[src/rtl/alu_pkg.sv]
// alu_pkg
// Shared constants for the RV32I execute-stage ALU: opcode values and the
// funct3 encodings for ALU and branch operations. Imported by riscv_alu and
// alu_branch_cmp.
package alu_pkg;

  // RV32I major opcodes decoded by the ALU
  localparam logic [6:0] AL_OP     = 7'b0110011;
  localparam logic [6:0] ALI_OP    = 7'b0010011;
  localparam logic [6:0] MEM_RD_OP = 7'b0000011;
  localparam logic [6:0] MEM_WR_OP = 7'b0100011;
  localparam logic [6:0] BR_OP     = 7'b1100011;
  localparam logic [6:0] JALR      = 7'b1100111;
  localparam logic [6:0] LUI       = 7'b0110111;
  localparam logic [6:0] JAL       = 7'b1101111;
  localparam logic [6:0] AUIPC     = 7'b0010111;

  // funct3 encodings for register/immediate ALU operations
  typedef enum logic [2:0] {
    F3_ADD  = 3'b000,
    F3_SLL  = 3'b001,
    F3_SLT  = 3'b010,
    F3_SLTU = 3'b011,
    F3_XOR  = 3'b100,
    F3_SRL  = 3'b101,
    F3_OR   = 3'b110,
    F3_AND  = 3'b111
  } alu_f3_e;

  // funct3 encodings for conditional branches
  typedef enum logic [2:0] {
    F3_BEQ  = 3'b000,
    F3_BNE  = 3'b001,
    F3_BLT  = 3'b100,
    F3_BGE  = 3'b101,
    F3_BLTU = 3'b110,
    F3_BGEU = 3'b111
  } br_f3_e;

endpackage

[src/rtl/alu_branch_cmp.sv]
// alu_branch_cmp
// Combinational branch condition evaluator.
// Ports:
//   rs1_i, rs2_i : operands compared
//   func3_i      : branch funct3 (beq/bne/blt/bge/bltu/bgeu)
//   taken_o      : high when the condition holds; reserved codes give 0
module alu_branch_cmp
  import alu_pkg::*;
#(
  parameter int WIDTH = 32
) (
  input  logic [WIDTH-1:0] rs1_i,
  input  logic [WIDTH-1:0] rs2_i,
  input  logic [2:0]       func3_i,
  output logic             taken_o
);

  logic isEqual;
  logic isLessSigned;
  logic isLessUnsigned;

  assign isEqual        = (rs1_i == rs2_i);
  assign isLessSigned   = ($signed(rs1_i) < $signed(rs2_i));
  assign isLessUnsigned = (rs1_i < rs2_i);

  // Select the condition named by funct3; 010/011 are not branches
  always_comb begin
    taken_o = 1'b0;
    case (func3_i)
      F3_BEQ:  taken_o = isEqual;
      F3_BNE:  taken_o = ~isEqual;
      F3_BLT:  taken_o = isLessSigned;
      F3_BGE:  taken_o = ~isLessSigned;
      F3_BLTU: taken_o = isLessUnsigned;
      F3_BGEU: taken_o = ~isLessUnsigned;
      default: taken_o = 1'b0;
    endcase
  end

endmodule

[src/rtl/riscv_alu.sv]
// riscv_alu
// RV32I execute-stage ALU. Decodes opcode/func3/func7 and registers the
// result, PC+4, control-transfer target and branch decision (1-cycle latency).
// Ports:
//   clk, rst            : clock, synchronous active-high reset
//   rs1, rs2            : operand A, operand B / pre-extended immediate
//   pc                  : PC of the instruction
//   func3, func7, opcode: instruction fields (only func7[5] is decoded)
//   alu_result          : computed result
//   pc_plus_4           : pc + 4
//   jump_target         : branch/jump destination
//   zero                : high when the registered alu_result is 0
//   branch_taken        : control transfer taken
// Optional feature: define ALU_JAL_AUIPC_EN to decode JAL and AUIPC; without
// it those opcodes produce all-zero results like any unknown opcode.
module riscv_alu
  import alu_pkg::*;
#(
  parameter int WIDTH = 32
) (
  input  logic             clk,
  input  logic             rst,
  input  logic [WIDTH-1:0] rs1,
  input  logic [WIDTH-1:0] rs2,
  input  logic [WIDTH-1:0] pc,
  input  logic [2:0]       func3,
  input  logic [6:0]       func7,
  input  logic [6:0]       opcode,
  output logic [WIDTH-1:0] alu_result,
  output logic [WIDTH-1:0] pc_plus_4,
  output logic [WIDTH-1:0] jump_target,
  output logic             zero,
  output logic             branch_taken
);

  logic [WIDTH-1:0] sum;
  logic [WIDTH-1:0] diff;
  logic [WIDTH-1:0] pcPlus4;
  logic [WIDTH-1:0] pcPlusImm;
  logic [4:0]       shamt;
  logic             brTaken;
  logic [WIDTH-1:0] arithResult;

  logic [WIDTH-1:0] alu_result_q,   alu_result_d;
  logic [WIDTH-1:0] pc_plus_4_q,    pc_plus_4_d;
  logic [WIDTH-1:0] jump_target_q,  jump_target_d;
  logic             branch_taken_q, branch_taken_d;

  // Only func7[5] selects alternate operations; the other bits are ignored
  logic unusedFunc7;
  assign unusedFunc7 = ^{func7[6], func7[4:0]};

  assign sum       = rs1 + rs2;
  assign diff      = rs1 - rs2;
  assign pcPlus4   = pc + WIDTH'(4);
  assign pcPlusImm = pc + rs2;
  assign shamt     = rs2[4:0];

  alu_branch_cmp #(.WIDTH(WIDTH)) u_branch_cmp (
    .rs1_i   (rs1),
    .rs2_i   (rs2),
    .func3_i (func3),
    .taken_o (brTaken)
  );

  // Register/immediate ALU operations. Subtract exists only for the register
  // form: addi has no func7 field, so func7[5] is ignored there.
  always_comb begin
    arithResult = '0;
    case (func3)
      F3_ADD:  arithResult = ((opcode == AL_OP) && func7[5]) ? diff : sum;
      F3_SLL:  arithResult = rs1 << shamt;
      F3_SLT:  arithResult = {{(WIDTH-1){1'b0}}, ($signed(rs1) < $signed(rs2))};
      F3_SLTU: arithResult = {{(WIDTH-1){1'b0}}, (rs1 < rs2)};
      F3_XOR:  arithResult = rs1 ^ rs2;
      F3_SRL:  arithResult = func7[5] ? WIDTH'($signed(rs1) >>> shamt) : (rs1 >> shamt);
      F3_OR:   arithResult = rs1 | rs2;
      F3_AND:  arithResult = rs1 & rs2;
      default: arithResult = '0;
    endcase
  end

  // Opcode decode into next-state values of the output registers
  always_comb begin
    alu_result_d   = '0;
    jump_target_d  = '0;
    branch_taken_d = 1'b0;
    pc_plus_4_d    = pcPlus4;
    case (opcode)
      AL_OP, ALI_OP:       alu_result_d = arithResult;
      MEM_RD_OP, MEM_WR_OP: alu_result_d = sum;
      BR_OP: begin
        alu_result_d   = diff;
        jump_target_d  = pcPlusImm;
        branch_taken_d = brTaken;
      end
      JALR: begin
        alu_result_d   = pcPlus4;
        jump_target_d  = {sum[WIDTH-1:1], 1'b0};
        branch_taken_d = 1'b1;
      end
      LUI:                 alu_result_d = rs2;
`ifdef ALU_JAL_AUIPC_EN
      JAL: begin
        alu_result_d   = pcPlus4;
        jump_target_d  = pcPlusImm;
        branch_taken_d = 1'b1;
      end
      AUIPC:               alu_result_d = pcPlusImm;
`endif
      default: begin
        alu_result_d   = '0;
        jump_target_d  = '0;
        branch_taken_d = 1'b0;
      end
    endcase
  end

  // Output registers; reset wins over any operation presented the same cycle
  always_ff @(posedge clk) begin
    if (rst) begin
      alu_result_q   <= '0;
      pc_plus_4_q    <= '0;
      jump_target_q  <= '0;
      branch_taken_q <= 1'b0;
    end else begin
      alu_result_q   <= alu_result_d;
      pc_plus_4_q    <= pc_plus_4_d;
      jump_target_q  <= jump_target_d;
      branch_taken_q <= branch_taken_d;
    end
  end

  assign alu_result   = alu_result_q;
  assign pc_plus_4    = pc_plus_4_q;
  assign jump_target  = jump_target_q;
  assign branch_taken = branch_taken_q;
  assign zero         = (alu_result_q == '0);

endmodule

[config.mk]
export PLATFORM = sky130hd
export DESIGN_NAME = riscv_alu
export DESIGN_NICKNAME = d
export VERILOG_FILES = /design/src/rtl/alu_pkg.sv /design/src/rtl/alu_branch_cmp.sv /design/src/rtl/riscv_alu.sv
export SDC_FILE = /design/constraint.sdc
export NUM_CORES = 1
export LEC_CHECK = 0
export BUFFER_PORTS_ARGS = -buffer_cell sky130_fd_sc_hd__buf_4
export CAP_MARGIN = 10
export CELL_PAD_IN_SITES_DETAIL_PLACEMENT = 2
export CELL_PAD_IN_SITES_GLOBAL_PLACEMENT = 2
export CORE_MARGIN = 4
export CORE_UTILIZATION = 30
export DETAILED_ROUTE_END_ITERATION = 8
export GPL_ROUTABILITY_DRIVEN = 0
export PLACE_DENSITY = 0.82
export SETUP_SLACK_MARGIN = 0.4
export SYNTH_ARGS = -nofsm -noshare
export SYNTH_HDL_FRONTEND = slang
export SYNTH_SLANG_ARGS = --single-unit
[constraint.sdc]
create_clock -name clk -period 5.1 [get_ports clk]
set_clock_uncertainty 0.05 [all_clocks]
set_input_delay 0.51 -clock clk [delete_from_list [all_inputs] [get_ports clk]]
set_output_delay 0.51 -clock clk [all_outputs]
set_load 0.02 [all_outputs]
==> results.sh <==
export IMPL_status="finished, final reports clean"
export IMPL_min_path_cells=2
export IMPL_mostFrequentLayoutCells="nor2_1, buf_4, a21oi_1"
export IMPL_die_w_um=229
export IMPL_path_buf_inv=2
export IMPL_final_util_pct=35.4
export IMPL_rows=80
export IMPL_numCtsBuffers=9
export IMPL_synthTopCellsByArea="dfxtp_1, ha_1, a21oi_1"
export IMPL_antenna_found_initial=1
export IMPL_start_util_pct=30.6
export IMPL_grt_pass1_vias=18800
export IMPL_cpPeakStageDelay_ns=0.59
export IMPL_rsz0062_at_grt="no"
export IMPL_p_switching_mw=1.47
export IMPL_synth_seq_cells=97
export IMPL_drc=0
export IMPL_p_seq_share_pct=24.1
export IMPL_synth_edf_count=0
export IMPL_crit_path_cell_trace="buf_4 -> inv_1 -> ha_1 -> nand2b_1 -> a311oi_1 -> a2111oi_2 -> o2111ai_1 -> o211ai_2 -> nand3_1 -> a31oi_1 -> a22o_1 -> nor3_1 -> o31ai_1"
export IMPL_synth_top_family_by_area="compound AO/OA/AOI/OAI gates"
export IMPL_drt_wirelength_per_cell_um=28.6
export IMPL_leakage_nw=7.01
export IMPL_finalNetCount=2419
export IMPL_muxShareOfSynthArea_pct=10.3
export IMPL_internal_power_mw=1.76
export IMPL_holdCritStartpoint="pc[0]"
export IMPL_yosysSeqAreaShare_pct=13.2
export IMPL_synth_cell_type_count=93
export IMPL_synth_compound_area_share_pct=32.5
export IMPL_track_usage_pct=29.0
export IMPL_combPwrFrac_pct=53.5
export IMPL_cts_num_sinks=97
export IMPL_clk_pin_slew_worst_paths_ns=0.07
export IMPL_crit_cells=13
export IMPL_p_sw_share_pct=45.5
export IMPL_drtIter0Drc=1517
export IMPL_ys_warn_count=0
export IMPL_wl_um=79800
export IMPL_io_pins=213
export IMPL_grt_pass1_wl_um=119000
export IMPL_final_max_slew_viol_count=0
export IMPL_ant_nets=0
export IMPL_cp_top_family="compound AO/OA/AOI/OAI gates"
export IMPL_yosysTopAreaCell="dfxtp_1"
export IMPL_ctsHoldBuffers=0
export IMPL_critical_path_max_fanout=16
export IMPL_slew_headroom_pct=21.4
export IMPL_cts_tree="done"
export IMPL_yosys_area_share_adder_pct=11.4
export IMPL_synth_simple_area_share_pct=18.9
export IMPL_syn_inst=2060
export IMPL_syn_area_um2=14700
export IMPL_cts_buffer_depth=2
export IMPL_final_common_cell="nor2_1"
export IMPL_hold_viol=0
export IMPL_dr_pass1_iters=8
export IMPL_async_reset_ff_share_pct=0
export IMPL_areaGrowthSynthToFinish_pct=15.8
export IMPL_fin_tns_setup_ns=0
export IMPL_min_path_type="in2reg"
export IMPL_start_kind="primary input"
export IMPL_numPortBuffers=206
export IMPL_tightest_slew_ns=1.17
export IMPL_clkPwrFrac_pct=22.5
export IMPL_crit_type="in2reg"
export IMPL_dieArea_um2=52500
export IMPL_cts_max_level=3
export IMPL_vias_per_cell=6.32
export IMPL_grt_max_degree=71
export IMPL_clock_root_buffer="clkbuf_16"
export IMPL_yosysTopAreaCellShare_pct=13.2
export IMPL_layout_drive_gt1_share_pct=16.0
export IMPL_design_core_area_um2=48000
export IMPL_dp_hpwl_um=63800
export IMPL_required_ns=5.28
export IMPL_maxCapViolCount=0
export IMPL_period_share_pct=84.5
export IMPL_worstSetupEndpointType="register"
export IMPL_postSynthAreaPerCell_um2=7.13
export IMPL_synth_xor_xnor_area_share_pct=6.68
export IMPL_fmax_ghz=0.232
export IMPL_period_minus_slack_ns=4.31
export IMPL_fillCellCount=5704
export IMPL_ctsResizeCount=0
export IMPL_slowest_stage="a2111oi_2"
export IMPL_cts_setup_buffers=0
export IMPL_die_h_um=229
export IMPL_power_density_nw_per_um2=190
export IMPL_setup_viol=0
export IMPL_grt_overflow=0
export IMPL_detailroute_via_count=17600
export IMPL_min_to="pc_plus_4[0]$_SDFF_PP0_"
export IMPL_synth_nets=2307
export IMPL_worstPathArrival_ns=4.49
export IMPL_irDropWorstVdd_uv=126
export IMPL_synth_top_flop_cell="dfxtp_1"
-- per-stage QoR --
stage	total power, mW	hold WS (ns)	setup WS (ns)	std cells	cell area [um^2]
floorplan	1.86	0.532	1.21	2060	14700
global placement	2.39	0.739	0.940	2776	16700
detailed placement	2.46	0.739	0.641	2776	16700
CTS	3.19	0.359	0.992	2792	17000
global route	3.39	0.358	0.643	2792	17000
finish	3.23	0.358	0.792	2794	17000
-- power by group through the flow --
stage	clock network [mW]	logic (mW)	registers [mW]
floorplan	0	1.04	0.815
global placement	0	1.60	0.795
detailed placement	0	1.67	0.796
CTS	0.727	1.69	0.778
global route	0.772	1.83	0.779
finish	0.725	1.73	0.778
-- sequential cells by signal, indices dropped and copies added, names as in the netlist --
name,cells
alu_result,32
branch_taken,1
jump_target,32
pc_plus_4,32
-- cells in the mapped netlist, types with 24 or more instances --
cell and instances:
a221oi_1 24, buf_2 28, inv_1 106, mux2i_1 72, xnor2_1 80, nand2_1 174
a211oi_1 34, ha_1 129, a21oi_1 223, dfxtp_1 97, xor2_1 32, o221ai_1 30
nor2_1 252, nor3_1 40, nand3_1 35, clkbuf_1 85, o21ai_0 180
-- how the worst max path moves through the flow --
stage                     startpoint                         to
after floorplan               rs2[2]    branch_taken$_SDFF_PP0_
after global placement        rs2[4]  alu_result[31]$_SDFF_PP0_
after detailed placement      rs2[4]  alu_result[31]$_SDFF_PP0_
after CTS                     rs2[4]  alu_result[31]$_SDFF_PP0_
after global routing          rs2[4]  alu_result[31]$_SDFF_PP0_
final                         rs2[4]  alu_result[31]$_SDFF_PP0_
-- area by class of cell --
cell class	instances	area [um^2]	share of cell area [%]
multi-input cells	1709	11700	68.9
flip-flops and latches	97	1940	11.4
repair buffers	242	1840	10.8
well taps	615	769	4.53
inverters	113	424	2.49
clock buffers	12	246	1.45
clock inverters	4	51.3	0.302
diodes	2	5.00	0.0294
-- layer usage --
layer / GRT usage [%] / wire, um
met1: 35.2 / 31900
met2: 50.0 / 38500
met3: 4.31 / 4870
met4: 14.1 / 4610
met5: 0 / 0
-- cell families after synthesis --
family | Yosys count
flops | 97
simple gates | 622
xor+xnor | 112
buf+inv | 254
fa+ha+maj | 132
compound gates | 724
mux | 119
Power figures use the tool's default switching activity.
